## src/rtl/riscv_pkg.sv

```systemverilog
// Shared definitions for the RISC-V core and its boot/run sequencer:
// state encoding, default widths and opcode class constants.
package riscv_pkg;

    localparam int AW_DEF = 5;
    localparam int DW_DEF = 32;

    typedef enum logic [2:0] {
        ST_IDLE  = 3'd0,
        ST_LOAD  = 3'd1,
        ST_INIT  = 3'd2,
        ST_RUN   = 3'd3,
        ST_DRAIN = 3'd4,
        ST_HALT  = 3'd5
    } boot_state_e;

    localparam logic [1:0] AR_TYPE = 2'd0;
    localparam logic [1:0] M_TYPE  = 2'd1;
    localparam logic [1:0] BR_TYPE = 2'd2;
    localparam logic [1:0] SH_TYPE = 2'd3;

    function automatic logic [31:0] sat_inc32(input logic [31:0] v);
        if (v == 32'hFFFF_FFFF) begin
            return v;
        end else begin
            return v + 32'd1;
        end
    endfunction

endpackage

```

## src/rtl/boot_cnt.sv

```systemverilog
// Loadable up-counter with terminal-count flag; used for the word/register
// index and for the pipeline drain count.
module boot_cnt #(
    parameter int W = 5
) (
    input  logic         clk,
    input  logic         rst_n,
    input  logic         load,
    input  logic [W-1:0] load_val,
    input  logic         en,
    input  logic [W-1:0] tc_val,
    output logic [W-1:0] cnt,
    output logic         tc
);

    logic [W-1:0] cnt_r;

    // Counter register: load has priority over increment.
    always_ff @(posedge clk or negedge rst_n) begin
        if (!rst_n) begin
            cnt_r <= {W{1'b0}};
        end else if (load) begin
            cnt_r <= load_val;
        end else if (en) begin
            cnt_r <= cnt_r + {{(W-1){1'b0}}, 1'b1};
        end else begin
            cnt_r <= cnt_r;
        end
    end

    assign cnt = cnt_r;
    assign tc  = (cnt_r == tc_val);

endmodule

```

## src/rtl/riscv_boot_ctrl.sv

```systemverilog
// Boot/run sequencer: streams a program into IMEM, initialises the register
// file, then runs the core for a bounded time followed by a pipeline drain.
module riscv_boot_ctrl
    import riscv_pkg::*;
#(
    parameter int AW           = AW_DEF,
    parameter int DW           = DW_DEF,
    parameter int IMEM_DEPTH   = 32,
    parameter int RF_INIT_MODE = 1,
    parameter int DRAIN_CYCLES = 4,
    parameter int MAX_RUN      = 1024
) (
    input  logic          clk,
    input  logic          RN,
    input  logic          start,
    input  logic          stop,
    input  logic          host_valid,
    input  logic [DW-1:0] host_data,
    output logic          host_ready,
    output logic          imem_we,
    output logic [AW-1:0] imem_addr,
    output logic [DW-1:0] imem_wdata,
    output logic          rf_we,
    output logic [AW-1:0] rf_addr,
    output logic [DW-1:0] rf_wdata,
    output logic          core_rst,
    output logic          busy,
    output logic          done,
    output logic [2:0]    state,
    output logic [31:0]   cycle_cnt
);

    localparam int DCW = (DRAIN_CYCLES > 1) ? $clog2(DRAIN_CYCLES) : 1;
    localparam logic [DCW-1:0] DRAIN_LAST = (DRAIN_CYCLES > 0) ? DCW'(DRAIN_CYCLES - 1) : {DCW{1'b0}};
    localparam logic [AW-1:0]  LOAD_LAST  = AW'(IMEM_DEPTH - 1);
    localparam logic [AW-1:0]  INIT_LAST  = {AW{1'b1}};
    localparam logic [31:0]    RUN_LAST   = (MAX_RUN > 0) ? 32'(MAX_RUN - 1) : 32'd0;

    boot_state_e    state_r;
    boot_state_e    state_next;
    logic           start_q_r;
    logic           host_ready_r;
    logic           imem_we_r;
    logic [AW-1:0]  imem_addr_r;
    logic [DW-1:0]  imem_wdata_r;
    logic           rf_we_r;
    logic [AW-1:0]  rf_addr_r;
    logic [DW-1:0]  rf_wdata_r;
    logic           core_rst_r;
    logic           busy_r;
    logic           done_r;
    logic [31:0]    cycle_cnt_r;

    logic           accept_s;
    logic           init_wr_s;
    logic           run_limit_s;
    logic           state_chg_s;
    logic [AW-1:0]  idx_cnt_s;
    logic [AW-1:0]  idx_last_s;
    logic           idx_tc_s;
    logic [DCW-1:0] drain_cnt_unused_s;
    logic           drain_tc_s;

    function automatic logic [DW-1:0] rf_init_val(input logic [AW-1:0] k);
        if ((k == {AW{1'b0}}) || (RF_INIT_MODE == 0)) begin
            return {DW{1'b0}};
        end else begin
            return DW'(k);
        end
    endfunction

    assign accept_s    = (state_r == ST_LOAD) && host_valid && host_ready_r && !stop;
    assign init_wr_s   = (state_r == ST_INIT) && !stop;
    assign run_limit_s = (MAX_RUN != 0) && (cycle_cnt_r == RUN_LAST);
    assign state_chg_s = (state_next != state_r);

    // The shared index counter terminates at the program length while loading
    // and at the last register while initialising.
    always_comb begin
        idx_last_s = INIT_LAST;
        if (state_r == ST_LOAD) begin
            idx_last_s = LOAD_LAST;
        end else begin
            idx_last_s = INIT_LAST;
        end
    end

    boot_cnt #(.W(AW)) u_idx_cnt (
        .clk      (clk),
        .rst_n    (RN),
        .load     (state_chg_s),
        .load_val ({AW{1'b0}}),
        .en       (accept_s || init_wr_s),
        .tc_val   (idx_last_s),
        .cnt      (idx_cnt_s),
        .tc       (idx_tc_s)
    );

    boot_cnt #(.W(DCW)) u_drain_cnt (
        .clk      (clk),
        .rst_n    (RN),
        .load     (state_chg_s),
        .load_val ({DCW{1'b0}}),
        .en       (state_r == ST_DRAIN),
        .tc_val   (DRAIN_LAST),
        .cnt      (drain_cnt_unused_s),
        .tc       (drain_tc_s)
    );

    // FSM state register.
    always_ff @(posedge clk or negedge RN) begin
        if (!RN) begin
            state_r <= ST_IDLE;
        end else begin
            state_r <= state_next;
        end
    end

    // Next-state logic; start acts through a registered, state-qualified copy.
    always_comb begin
        state_next = state_r;
        case (state_r)
            ST_IDLE: begin
                if (start_q_r) state_next = ST_LOAD;
                else           state_next = state_r;
            end
            ST_LOAD: begin
                if (stop)                      state_next = ST_IDLE;
                else if (accept_s && idx_tc_s) state_next = ST_INIT;
                else                           state_next = state_r;
            end
            ST_INIT: begin
                if (stop)          state_next = ST_IDLE;
                else if (idx_tc_s) state_next = ST_RUN;
                else               state_next = state_r;
            end
            ST_RUN: begin
                if (stop || run_limit_s) begin
                    if (DRAIN_CYCLES == 0) state_next = ST_HALT;
                    else                   state_next = ST_DRAIN;
                end else begin
                    state_next = state_r;
                end
            end
            ST_DRAIN: begin
                if (drain_tc_s) state_next = ST_HALT;
                else            state_next = state_r;
            end
            ST_HALT: begin
                if (start_q_r) state_next = ST_LOAD;
                else           state_next = state_r;
            end
            default: state_next = ST_IDLE;
        endcase
    end

    // Registered outputs, decoded from the next state so they align with it.
    always_ff @(posedge clk or negedge RN) begin
        if (!RN) begin
            start_q_r    <= 1'b0;
            host_ready_r <= 1'b0;
            imem_we_r    <= 1'b0;
            imem_addr_r  <= {AW{1'b0}};
            imem_wdata_r <= {DW{1'b0}};
            rf_we_r      <= 1'b0;
            rf_addr_r    <= {AW{1'b0}};
            rf_wdata_r   <= {DW{1'b0}};
            core_rst_r   <= 1'b1;
            busy_r       <= 1'b0;
            done_r       <= 1'b0;
        end else begin
            start_q_r    <= start && ((state_r == ST_IDLE) || (state_r == ST_HALT));
            host_ready_r <= (state_next == ST_LOAD);
            busy_r       <= (state_next != ST_IDLE) && (state_next != ST_HALT);
            done_r       <= (state_next == ST_HALT);
            core_rst_r   <= (state_next != ST_RUN) && (state_next != ST_DRAIN);
            imem_we_r    <= accept_s;
            rf_we_r      <= init_wr_s;
            if (accept_s) begin
                imem_addr_r  <= idx_cnt_s;
                imem_wdata_r <= host_data;
            end
            if (init_wr_s) begin
                rf_addr_r  <= idx_cnt_s;
                rf_wdata_r <= rf_init_val(idx_cnt_s);
            end
        end
    end

    // Run-cycle counter: cleared on RUN entry, saturating through RUN and DRAIN.
    always_ff @(posedge clk or negedge RN) begin
        if (!RN) begin
            cycle_cnt_r <= 32'd0;
        end else if ((state_r == ST_INIT) && (state_next == ST_RUN)) begin
            cycle_cnt_r <= 32'd0;
        end else if ((state_r == ST_RUN) || (state_r == ST_DRAIN)) begin
            cycle_cnt_r <= sat_inc32(cycle_cnt_r);
        end else begin
            cycle_cnt_r <= cycle_cnt_r;
        end
    end

    assign host_ready = host_ready_r;
    assign imem_we    = imem_we_r;
    assign imem_addr  = imem_addr_r;
    assign imem_wdata = imem_wdata_r;
    assign rf_we      = rf_we_r;
    assign rf_addr    = rf_addr_r;
    assign rf_wdata   = rf_wdata_r;
    assign core_rst   = core_rst_r;
    assign busy       = busy_r;
    assign done       = done_r;
    assign state      = state_r;
    assign cycle_cnt  = cycle_cnt_r;

endmodule

```

## config.mk

```make
export PLATFORM = sky130hd
export DESIGN_NAME = riscv_boot_ctrl
export DESIGN_NICKNAME = d
export VERILOG_FILES = /design/src/rtl/riscv_pkg.sv /design/src/rtl/boot_cnt.sv /design/src/rtl/riscv_boot_ctrl.sv
export SDC_FILE = /design/constraint.sdc
export NUM_CORES = 1
export LEC_CHECK = 0
export CORE_UTILIZATION = 42
export DETAILED_ROUTE_END_ITERATION = 6
export PLACE_DENSITY = 0.76
export SKIP_LAST_GASP = 1
export SYNTH_ARGS = -nofsm -noshare
export SYNTH_HDL_FRONTEND = slang
export SYNTH_SLANG_ARGS = --single-unit
```

## constraint.sdc

```tcl
create_clock -name clk -period 2.1 [get_ports clk]
set_input_delay 0.525 -clock clk [delete_from_list [all_inputs] [get_ports clk]]
set_output_delay 0.525 -clock clk [all_outputs]
set_load 0.02 [all_outputs]
```

==> results of run 1 <==
## routing by layer
layer / track usage [%] / vias up / wire length [um]
met5: 0 / - / 0
met4: 8.398 / 0 / 220
met3: 2.510 / 22 / 550
met2: 36.61 / 157 / 6656
met1: 27.87 / 2047 / 5449
li1: - / 1935 / -
## layout make-up
type	count	area [um^2]
fillers	867	4044
flip-flops and latches	96	2410
multi-input cells	318	2298
repair buffers	189	1795
clock buffers	11	232.7
well taps	140	175.2
clock inverters	5	41.29
inverters	9	33.78
## cells by family after synthesis
logic type | after synthesis | share of synthesized area, %
other | 1 | 0.07779
buffers and inverters | 53 | 6.904
AND/OR/NAND/NOR | 149 | 17.83
multiplexers | 45 | 10.38
AO/OA/AOI/OAI | 86 | 12.56
adder cells (fa/ha/maj) | 5 | 1.298
flip-flops | 96 | 49.86
XOR/XNOR | 6 | 1.090
## how the worst min path moves through the flow
stage | endpoint | slack [ns] | cells after the start
after floorplan | busy$_DFF_PN0_ | 0.23 | 0
after global placement | rf_wdata[4]$_DFFE_PN0P_ | 0.46 | 2
after detailed placement | rf_addr[0]$_DFFE_PN0P_ | 0.47 | 2
after CTS | cycle_cnt[3]$_DFFE_PN0P_ | 0.15 | 1
after global routing | cycle_cnt[0]$_DFFE_PN0P_ | 0.17 | 1
final | cycle_cnt[3]$_DFFE_PN0P_ | 0.13 | 1
## metrics by stage
stage	TNS, ns	cell area [um^2]	std cells
floorplan	-0.01592	4932	467
global placement	-23.38	6558	748
detailed placement	-26.53	6558	748
CTS	-0.03576	6853	764
global route	-0.9010	6987	768
finish	-0.09393	6987	768
## worst register-to-register path: stages (launching register included)
cell and delay [ns]:
dfrtp_1 0.45, buf_4 0.23, or3b_2 0.49, a21oi_1 0.38
nor3_4 0.09, o21a_4 0.17, inv_2 0.08, o221ai_1 0.12
## sequential cells by signal, indices dropped and copies added (netlist names)
name / flops
imem_wdata: 32
rf_we: 1
rf_addr: 5
host_ready: 1
u_drain_cnt.cnt: 2
cycle_cnt: 32
core_rst: 1
start_q_r: 1
imem_addr: 5
rf_wdata: 5
imem_we: 1
busy: 1
u_idx_cnt.cnt: 5
done: 1
state: 3
## power groups by stage
stage               clock network (uW)  registers, uW  logic [uW]
floorplan                            0           2800         548
global placement                     0           2380        1850
detailed placement                   0           2410        1890
CTS                               1550           2380        1880
global route                      1640           2420        2040
finish                            1530           2380        1910
## placed cells by master, fill, tap and decap left out, types with 3 or more instances in the layout
| cell | Yosys | routed |
|---|---|---|
| a21oi_1 | 20 | 20 |
| a21oi_2 | 3 | 3 |
| and3_1 | 5 | 5 |
| and4_1 | 4 | 4 |
| buf_12 | 0 | 5 |
| buf_4 | 29 | 58 |
| clkbuf_16 | 0 | 9 |
| clkdlybuf4s50_1 | 0 | 121 |
| conb_1 | 1 | 27 |
| dfrtp_1 | 95 | 90 |
| dfrtp_2 | 0 | 5 |
| ha_1 | 5 | 4 |
| inv_1 | 7 | 7 |
| mux2_2 | 40 | 40 |
| mux2i_1 | 5 | 5 |
| nand2_1 | 43 | 43 |
| nand2b_1 | 3 | 3 |
| nand3_1 | 17 | 16 |
| nand4_1 | 15 | 15 |
| nor2_1 | 11 | 11 |
| nor3b_1 | 3 | 3 |
| nor4_1 | 5 | 4 |
| o211ai_1 | 7 | 7 |
| o21ai_0 | 24 | 21 |
| o21ai_1 | 1 | 3 |
| o31ai_1 | 4 | 4 |
| or3_1 | 14 | 14 |
| or4_1 | 7 | 6 |
| xor2_1 | 4 | 4 |
## repair_timing
item	in CTS	in global routing
hold buffers	0	0
setup endpoints to repair	48	62
cloned	0	1
buffers inserted	0	3
resized for setup	6	24
pin swaps	0	4
==> summary.txt, run 1 <==
Outcome
  • Status: finished with violations
  • Failing checks: negative setup slack

Die
  • Core Rows: 38
  • I/O pin total: 152
  • Die area: approximately 12000 um^2
  • Chip Width: 109.1 um
  • Core area: 11030 um^2
  • Die Y: 109.1 um
  • Starting Density: 43.70%

Critical path
  • Worst-path cell chain: buf_4 -> or3b_2 -> a21oi_1 -> nor3_4 -> o21a_4 -> inv_2 -> o221ai_1
  • FF-to-FF setup slack: -0.04 ns
  • Reg-to-reg startpoint: state[0]$_DFF_PN0_
  • Max incr delay on CP: 0.49 ns
  • Arrival @ worst endpoint: 2.34 ns
  • CP Capture Point: busy$_DFF_PN0_
  • CP top delay family: compound AO/OA/AOI/OAI gates
  • CP max FO: 15
  • Critical path required time: 2.30 ns
  • Reg2reg path depth: 7
  • CP startpoint: state[0]$_DFF_PN0_
  • WS Path Type: reg -> reg
  • Critical path endpoint category: flip-flop
  • Bufs and invs on worst path: 2
  • Crit path depth: 7
  • Crit start category: flip-flop
  • Slowest stage cell on the critical path: or3b_2
  • Reg-to-Reg End: busy$_DFF_PN0_

CTS
  • TritonCTS Sinks: 96
  • Latest clock arrival within the worst-skew pair: 0.35 ns
  • Root Buffer: clkbuf_16
  • CTS HTree Levels: 3
  • CTS buffer count: 9
  • CTS tree: yes
  • CTS clk-pin slew, worst paths: 0.07 ns
  • Max Root-Sink Buffers: 2

Synth
  • Most common cell in the netlist: dfrtp_1
  • Async set-reset flop share out of synthesis: 100.0%
  • Post-synthesis sequential area ratio: 49.86%
  • Largest area contributor in the netlist: dfrtp_1
  • Top FF cell, synth: dfrtp_1
  • Synth top area share: 49.31%
  • Synth Warn #: 0
  • Synth top cells by count: dfrtp_1, nand2_1, mux2_2
  • Largest cells by area after synthesis: dfrtp_1, mux2_2, buf_4
  • Number of flops mapped to enable cells by yosys: 0
  • Post-Synthesis Cells: 441
  • Synth cell types: 67
  • Post-synth design cell area: ~4800 um^2
  • Post-Syn Area per Cell: around 11 um^2
  • Seq cells post-synth: 96

Power and ir drop
  • Sequential share of power: between 40 and 50%
  • Internal: 3978 uW
  • Logic pwr share: 32.8%
  • Final Power: just under 6000 uW
  • Switching Power: 1848 uW
  • Switch share: 31.73%
  • VDD IR max: 0.6358 mV
  • Pwr per Cell Area: 833.9 nW/um^2
  • Share of power burned in the clock network: 26.3%
  • LEAKAGE: 0.003018 uW

Final layout
  • Layout overhead on the synthesized area: 44.93%
  • Ant diodes: 0
  • Final Util: a little under two thirds
  • Post-layout nets: 665
  • Share of layout cells above drive strength 1: 25.80%

Timing
  • Setup violators final: 4
  • Max Freq: 466.4 MHz
  • Fin. Hold Viols: 0
  • Final Cycle Share: 102.1%
  • Unrepaired setup endpoints after global routing: yes
  • Final Max Tran Viols: 0
  • Slew Limit Headroom: 64.26%
  • Setup Skew: 0.009459 ns
  • Final min period: between 2 and 2.5 ns
  • Min setup slack post-route: -0.04417 ns
  • Worst-margin pin slew: 0.5350 ns
  • Hold slack: roughly 0.13 ns

Drt
  • Drt initial violations: ~310
  • DR DRC count: 0
  • DRT Pass-1 Iters: 5
  • Via density per instance: 5.418
  • Post-route ant nets: 0
  • Vias: 4161
  • Drt total wl: 12880 um
  • DR WL/cell: 16.77 um

Worst hold path
  • Worst hold path class: in -> async

Placed design
  • Port bufs: 124
  • Place WS: -0.4603 ns
  • Gpl congestion: around 0.86
  • Post-DP HPWL: 9218 um

Global routing
  • Antenna violations before repair: 0
  • Grt total ovfl: 0
  • First-pass GRT wire length: 19840 um
  • Gr usage total: a little over a fifth
  • Largest net degree at the start of global routing: between 40 and 50
  • Number of global-route vias before repair: 4065

Run
  • Number of max-cap violations: 0
No activity file was read; power rests on OpenSTA's default activity.
==> inputs of run 2 (changes only) <==
Settings changed: CORE_ASPECT_RATIO from default to 0.9.
==> run 2 against run 1 <==
Effect of this change: the run now ends clean; clock power rose by 16%; cell count rose by 1.7%; largest power group unchanged; critical path depth fell by 1; count of clock-buffer cells in the layout did not move; global-route usage barely moved; die area barely moved; routed wire length fell by 3.6%; non-clock buffer count rose by 1.
==> summary.txt, run 2 (same netlist as run 1, synthesis figures left out) <==
Outcome
  • Status: finished clean

Drt
  • Vias: 4185 (+0.58%)
  • Drt initial violations: 195 (-37%)
  • Drt total wl: 12420 um (-3.6%)
  • Via density per instance: 5.359 (-1.1%)
  • DR DRC count: 0 (unchanged)
  • DR WL/cell: 15.90 um (-5.2%)
  • DRT Pass-1 Iters: 6 (+1)
  • Post-route ant nets: 0 (unchanged)

Power and ir drop
  • VDD IR max: 0.7207 mV (+13%)
  • LEAKAGE: 0.003050 uW (+1.1%)
  • Pwr per Cell Area: 863.3 nW/um^2 (+3.5%)
  • Final Power: 6066 uW (+4.1%)

CTS
  • CTS HTree Levels: 3 (unchanged)
  • TritonCTS Sinks: 96 (unchanged)
  • CTS buffer count: 9 (unchanged)
  • Root Buffer: clkbuf_16
  • Max Root-Sink Buffers: 2 (unchanged)
  • CTS clk-pin slew, worst paths: 0.07 ns (about the same)
  • CTS tree: yes
  • Hold buffer count at CTS: 0 (unchanged)
  • Latest clock arrival within the worst-skew pair: 0.35 ns (about the same)

Worst hold path
  • Worst hold path class: in -> async

Critical path
  • Crit start category: flip-flop
  • Arrival @ worst endpoint: 2.39 ns (+0.05 ns)
  • WS Path Type: reg -> reg
  • Critical path endpoint category: flip-flop
  • Critical path required time: 2.39 ns (+0.09 ns)
  • CP max FO: 6 (-9)

Global routing
  • Gr usage total: 21.54% (+0.030 points)
  • Grt total ovfl: 0 (unchanged)
  • Largest net degree at the start of global routing: 39 (-4.9%)
  • Antenna violations before repair: 0 (unchanged)
  • First-pass GRT wire length: 20240 um (+2.1%)
  • Number of global-route vias before repair: 4115 (+1.2%)

Final layout
  • Share of layout cells above drive strength 1: 26.23% (+0.44 points)
  • Most common cell after layout, fill and taps aside: clkdlybuf4s50_1
  • Final instance area: 7027 um^2 (+0.57%)
  • Non-Filler Instances: 781 (+1.7%)
  • Post-layout nets: 666 (+0.15%)
  • Layout overhead on the synthesized area: 45.76%
  • Most frequent cells in the layout: clkdlybuf4s50_1, dfrtp_1, buf_4
  • Ant diodes: 0 (unchanged)

Timing
  • Setup TNS: 0 ns (+0.09393 ns)
  • Final min period: 2.098 ns (-0.04636 ns)
  • Max Freq: 476.7 MHz (+2.2%)
  • Fin. Hold Viols: 0 (unchanged)
  • Setup violators final: 0 (-4)
  • Final Max Tran Viols: 0 (unchanged)
  • Final Cycle Share: 99.90% (-2.2 points)
  • Setup Skew: 0.009377 ns (-0.00008168 ns)
  • Unrepaired setup endpoints after global routing: yes

Placed design
  • Port bufs: 124 (unchanged)
  • Gpl congestion: 0.8745 (+1.6%)
  • Post-DP HPWL: 9231 um (+0.14%)
  • Post-Place Cells: 758 (+1.3%)
  • Post-Place Cell Area: 6558 um^2 (unchanged)

Die
  • I/O pin total: 152 (unchanged)
  • Chip Width: 114.9 um (+5.3%)
  • Starting Density: 43.86% (+0.16 points)
  • Core area: 10990 um^2 (-0.36%)
  • Core Rows: 36 (-5.3%)
  • Die Y: 103.6 um (-5.0%)
  • Die area: 11910 um^2 (about the same)

Run
  • Number of max-cap violations: 0 (unchanged)
run 2: where the power goes:
group | switching [uW] | leakage (uW) | internal, uW
combinational | 932 | 0.00178 | 981
sequential | 191 | 0.00112 | 2190
clock | 701 | 0.000152 | 1070
run 2: repair_timing:
action                                  CTS  global route
hold endpoints to repair                  0             0
endpoints found under the setup margin   63            35
gates resized for setup                   4            19
setup buffers                             2             6
pin swaps                                 0            12
run 2: cell type report:
| class | count | area [um^2] |
|---|---|---|
| tap | 152 | 190.2 |
| fill | 891 | 3964 |
| clock buffer | 11 | 242.7 |
| clock inverter | 5 | 80.08 |
| multi-input combinational | 318 | 2272 |
| timing repair buffer | 190 | 1802 |
| sequential | 96 | 2406 |
| inverter | 9 | 33.78 |
run 2: worst max-delay path, stage by stage, from the launching register on:
cell,delay (ns)
dfrtp_2,0.44
buf_6,0.14
nand3b_1,0.26
a211oi_2,0.30
nand4_2,0.20
or4_4,0.58
a21oi_2,0.12
run 2: metal layers:
layer  part of all wire (%)  up-vias  GRT usage, %  wire (um)
met1                     41     2051         26.76       5140
met3                    6.1       23         5.442        754
met2                     50      171         35.80       6269
met5                      0        -             0          0
li1                       -     1940             -          -
met4                    2.0        0         8.163        253
run 2: final timing paths:
kind	endpoint	start	slack, ns	cells after the start
worst max-delay path	cycle_cnt[27]$_DFFE_PN0P_	state[2]$_DFF_PN0_	0.002	6
worst min-delay path	cycle_cnt[0]$_DFFE_PN0P_	RN	0.12	1
worst max register to register	cycle_cnt[27]$_DFFE_PN0P_	state[2]$_DFF_PN0_	0.002	6
worst min register to register	rf_addr[2]$_DFFE_PN0P_	rf_addr[2]$_DFFE_PN0P_	0.47	2
max in group asynchronous	core_rst$_DFF_PN1_	RN	1.38	2
min in group clk	rf_addr[2]$_DFFE_PN0P_	rf_addr[2]$_DFFE_PN0P_	0.47	2
run 2: per-stage QoR:
step | setup slack, ns | hold slack [ns] | util (%)
finish | 0.002190 | 0.1225 | 63.93
global route | -0.09699 | 0.1649 | 63.93
CTS | -0.005534 | 0.1448 | 62.93
detailed placement | -0.4703 | 0.4627 | 59.67
global placement | -0.4038 | 0.4581 | 59.67
floorplan | -0.01592 | 0.2294 | -
==> inputs of run 3 (changes only) <==
Settings changed: RECOVER_POWER from default to 100, SLEW_MARGIN from default to 10.
==> run 3 against run 2 <==
Effect of this change: critical path depth fell by 1; first-iteration DRC count is 16% higher; routed wire length hardly changed; clock power about the same; highest routed layer unchanged.
==> summary.txt, run 3 (same netlist as run 1, synthesis figures left out) <==
Final layout
  • Final instance area: 6987 um^2 (-0.57%)
  • Most frequent cells in the layout: dfrtp_1, clkdlybuf4s50_1, buf_4
  • Layout overhead on the synthesized area: 44.93%
  • Storage cell area: 2406 um^2 (unchanged)
  • Most common cell after layout, fill and taps aside: dfrtp_1
  • Post-layout nets: 666 (unchanged)
  • Non-Filler Instances: 781 (unchanged)
  • Share of layout cells above drive strength 1: 25.76% (-0.48 points)
  • Fillers: 898 (+0.79%)
  • Ant diodes: 0 (unchanged)
  • Multi-input logic area: 2268 um^2 (-0.17%)

Drt
  • Post-route ant nets: 0 (unchanged)
  • DRT Pass-1 Iters: 5 (-1)
  • DR WL/cell: 15.89 um (about the same)
  • DR DRC count: 0 (unchanged)
  • Via density per instance: 5.335 (-0.43%)
  • Drt total wl: 12410 um (about the same)
  • Drt initial violations: 227 (+16%)
  • Vias: 4167 (-0.43%)

Critical path
  • FF-to-FF setup slack: 0.0002 ns (about the same)
  • CP startpoint: state[0]$_DFF_PN0_
  • Critical path required time: 2.37 ns (-0.02 ns)
  • CP max FO: 6 (unchanged)
  • Critical path endpoint category: flip-flop
  • Arrival @ worst endpoint: 2.37 ns (-0.02 ns)
  • Reg-to-reg startpoint: state[0]$_DFF_PN0_
  • Reg-to-Reg End: cycle_cnt[21]$_DFFE_PN0P_
  • WS Path Type: reg -> reg
  • Crit start category: flip-flop
  • Reg2reg path depth: 5 (-1)

CTS
  • Root Buffer: clkbuf_16
  • CTS HTree Levels: 3 (unchanged)
  • TritonCTS Sinks: 96 (unchanged)
  • CTS tree: yes
  • Hold buffer count at CTS: 0 (unchanged)
  • Max Root-Sink Buffers: 2 (unchanged)
  • Latest clock arrival within the worst-skew pair: 0.35 ns (about the same)
  • CTS buffer count: 9 (unchanged)
  • CTS clk-pin slew, worst paths: 0.07 ns (about the same)

Global routing
  • Grt total ovfl: 0 (unchanged)
  • Gr usage total: 21.54% (unchanged)
  • Antenna violations before repair: 0 (unchanged)
  • Number of global-route vias before repair: 4115 (unchanged)
  • First-pass GRT wire length: 20240 um (unchanged)
  • Largest net degree at the start of global routing: 39 (unchanged)

Timing
  • Unrepaired setup endpoints after global routing: yes
  • Fin. Hold Viols: 0 (unchanged)
  • Setup violators final: 0 (unchanged)
  • Max Freq: 476.2 MHz (about the same)
  • Slew Limit Headroom: 44.18%
  • Final min period: 2.100 ns (+0.002024 ns)
  • Worst-margin pin slew: 0.8373 ns
  • Final Cycle Share: 99.99% (about the same)
  • Final Max Tran Viols: 0 (unchanged)
  • Setup TNS: 0 ns (unchanged)
  • Setup Skew: 0.009703 ns (+0.0003253 ns)

Placed design
  • Post-DP HPWL: 9231 um (unchanged)
  • Port bufs: 124 (unchanged)
  • Gpl congestion: 0.8745 (unchanged)
  • Post-Place Cell Area: 6558 um^2 (unchanged)
  • Post-Place Cells: 758 (unchanged)

Die
  • Die area: 11910 um^2 (unchanged)
  • I/O pin total: 152 (unchanged)
  • Core Rows: 36 (unchanged)
  • Core area: 10990 um^2 (unchanged)
  • Chip Width: 114.9 um (unchanged)
  • Die Y: 103.6 um (unchanged)
  • Starting Density: 43.86% (unchanged)

Power and ir drop
  • VDD IR max: 0.7033 mV (-2.4%)
  • Pwr per Cell Area: 848.0 nW/um^2 (-1.8%)
  • Final Power: 5925 uW (-2.3%)
  • LEAKAGE: 0.003130 uW (+2.6%)

Outcome
  • Status: finished clean

Run
  • Number of max-cap violations: 0 (unchanged)

Worst hold path
  • Worst hold path class: in -> async
run 3: final cells by class:
cell class,count,area share (%)
Sequential cell,96,34.44
Clock buffer,11,3.474
Inverter,9,0.4835
Timing Repair Buffer,190,25.27
Multi-Input combinational cell,318,32.47
Clock inverter,5,1.146
Tap cell,152,2.722
run 3: repair_timing:
item / CTS / global route
pin swaps: 0 / 12
resized for setup: 4 / 19
endpoints found under the setup margin: 63 / 35
setup buffers: 2 / 6
run 3: per-stage QoR:
stage	setup slack, ns	hold WS (ns)	utilization, %
after detailed placement	-0.4703	0.4627	59.67
after CTS	-0.005534	0.1448	62.93
after global routing	-0.09693	0.3539	63.57
final	0.0001652	0.2642	63.57
after global placement	-0.4038	0.4581	59.67
after floorplan	-0.01592	0.2294	-
run 3: worst max-delay path by stage:
stage	slack [ns]	to
after floorplan	-0.02	cycle_cnt[30]$_DFFE_PN0P_
after global placement	-0.40	u_idx_cnt.cnt[1]$_DFFE_PN0P_
after detailed placement	-0.47	u_idx_cnt.cnt[1]$_DFFE_PN0P_
after CTS	-0.006	cycle_cnt[21]$_DFFE_PN0P_
after global routing	-0.1	cycle_cnt[29]$_DFFE_PN0P_
final	0.0002	cycle_cnt[21]$_DFFE_PN0P_
run 3: layer usage:
metal / vias up / GRT usage [%] / routed length [um]
met5: - / 0 / 0
met4: 0 / 8.163 / 242
met3: 22 / 5.442 / 738
met2: 162 / 35.80 / 6224
met1: 2042 / 26.76 / 5203
li1: 1941 / - / -
run 3: worst max-delay path, cell delays in order, from the launching register on:
cell and delay, ns:
dfrtp_1 0.46, or3b_4 0.45, a211oi_1 0.38, o311ai_4 0.19
or3_1 0.35, a21oi_1 0.18
run 3: where the power goes:
part | total, uW | leakage, uW | internal [uW] | switching (uW)
registers | 2360 | 0.00112 | 2190 | 177
clock network | 1770 | 0.000152 | 1070 | 701
logic | 1790 | 0.00186 | 857 | 930
total | 5920 | 0.00313 | 4120 | 1810
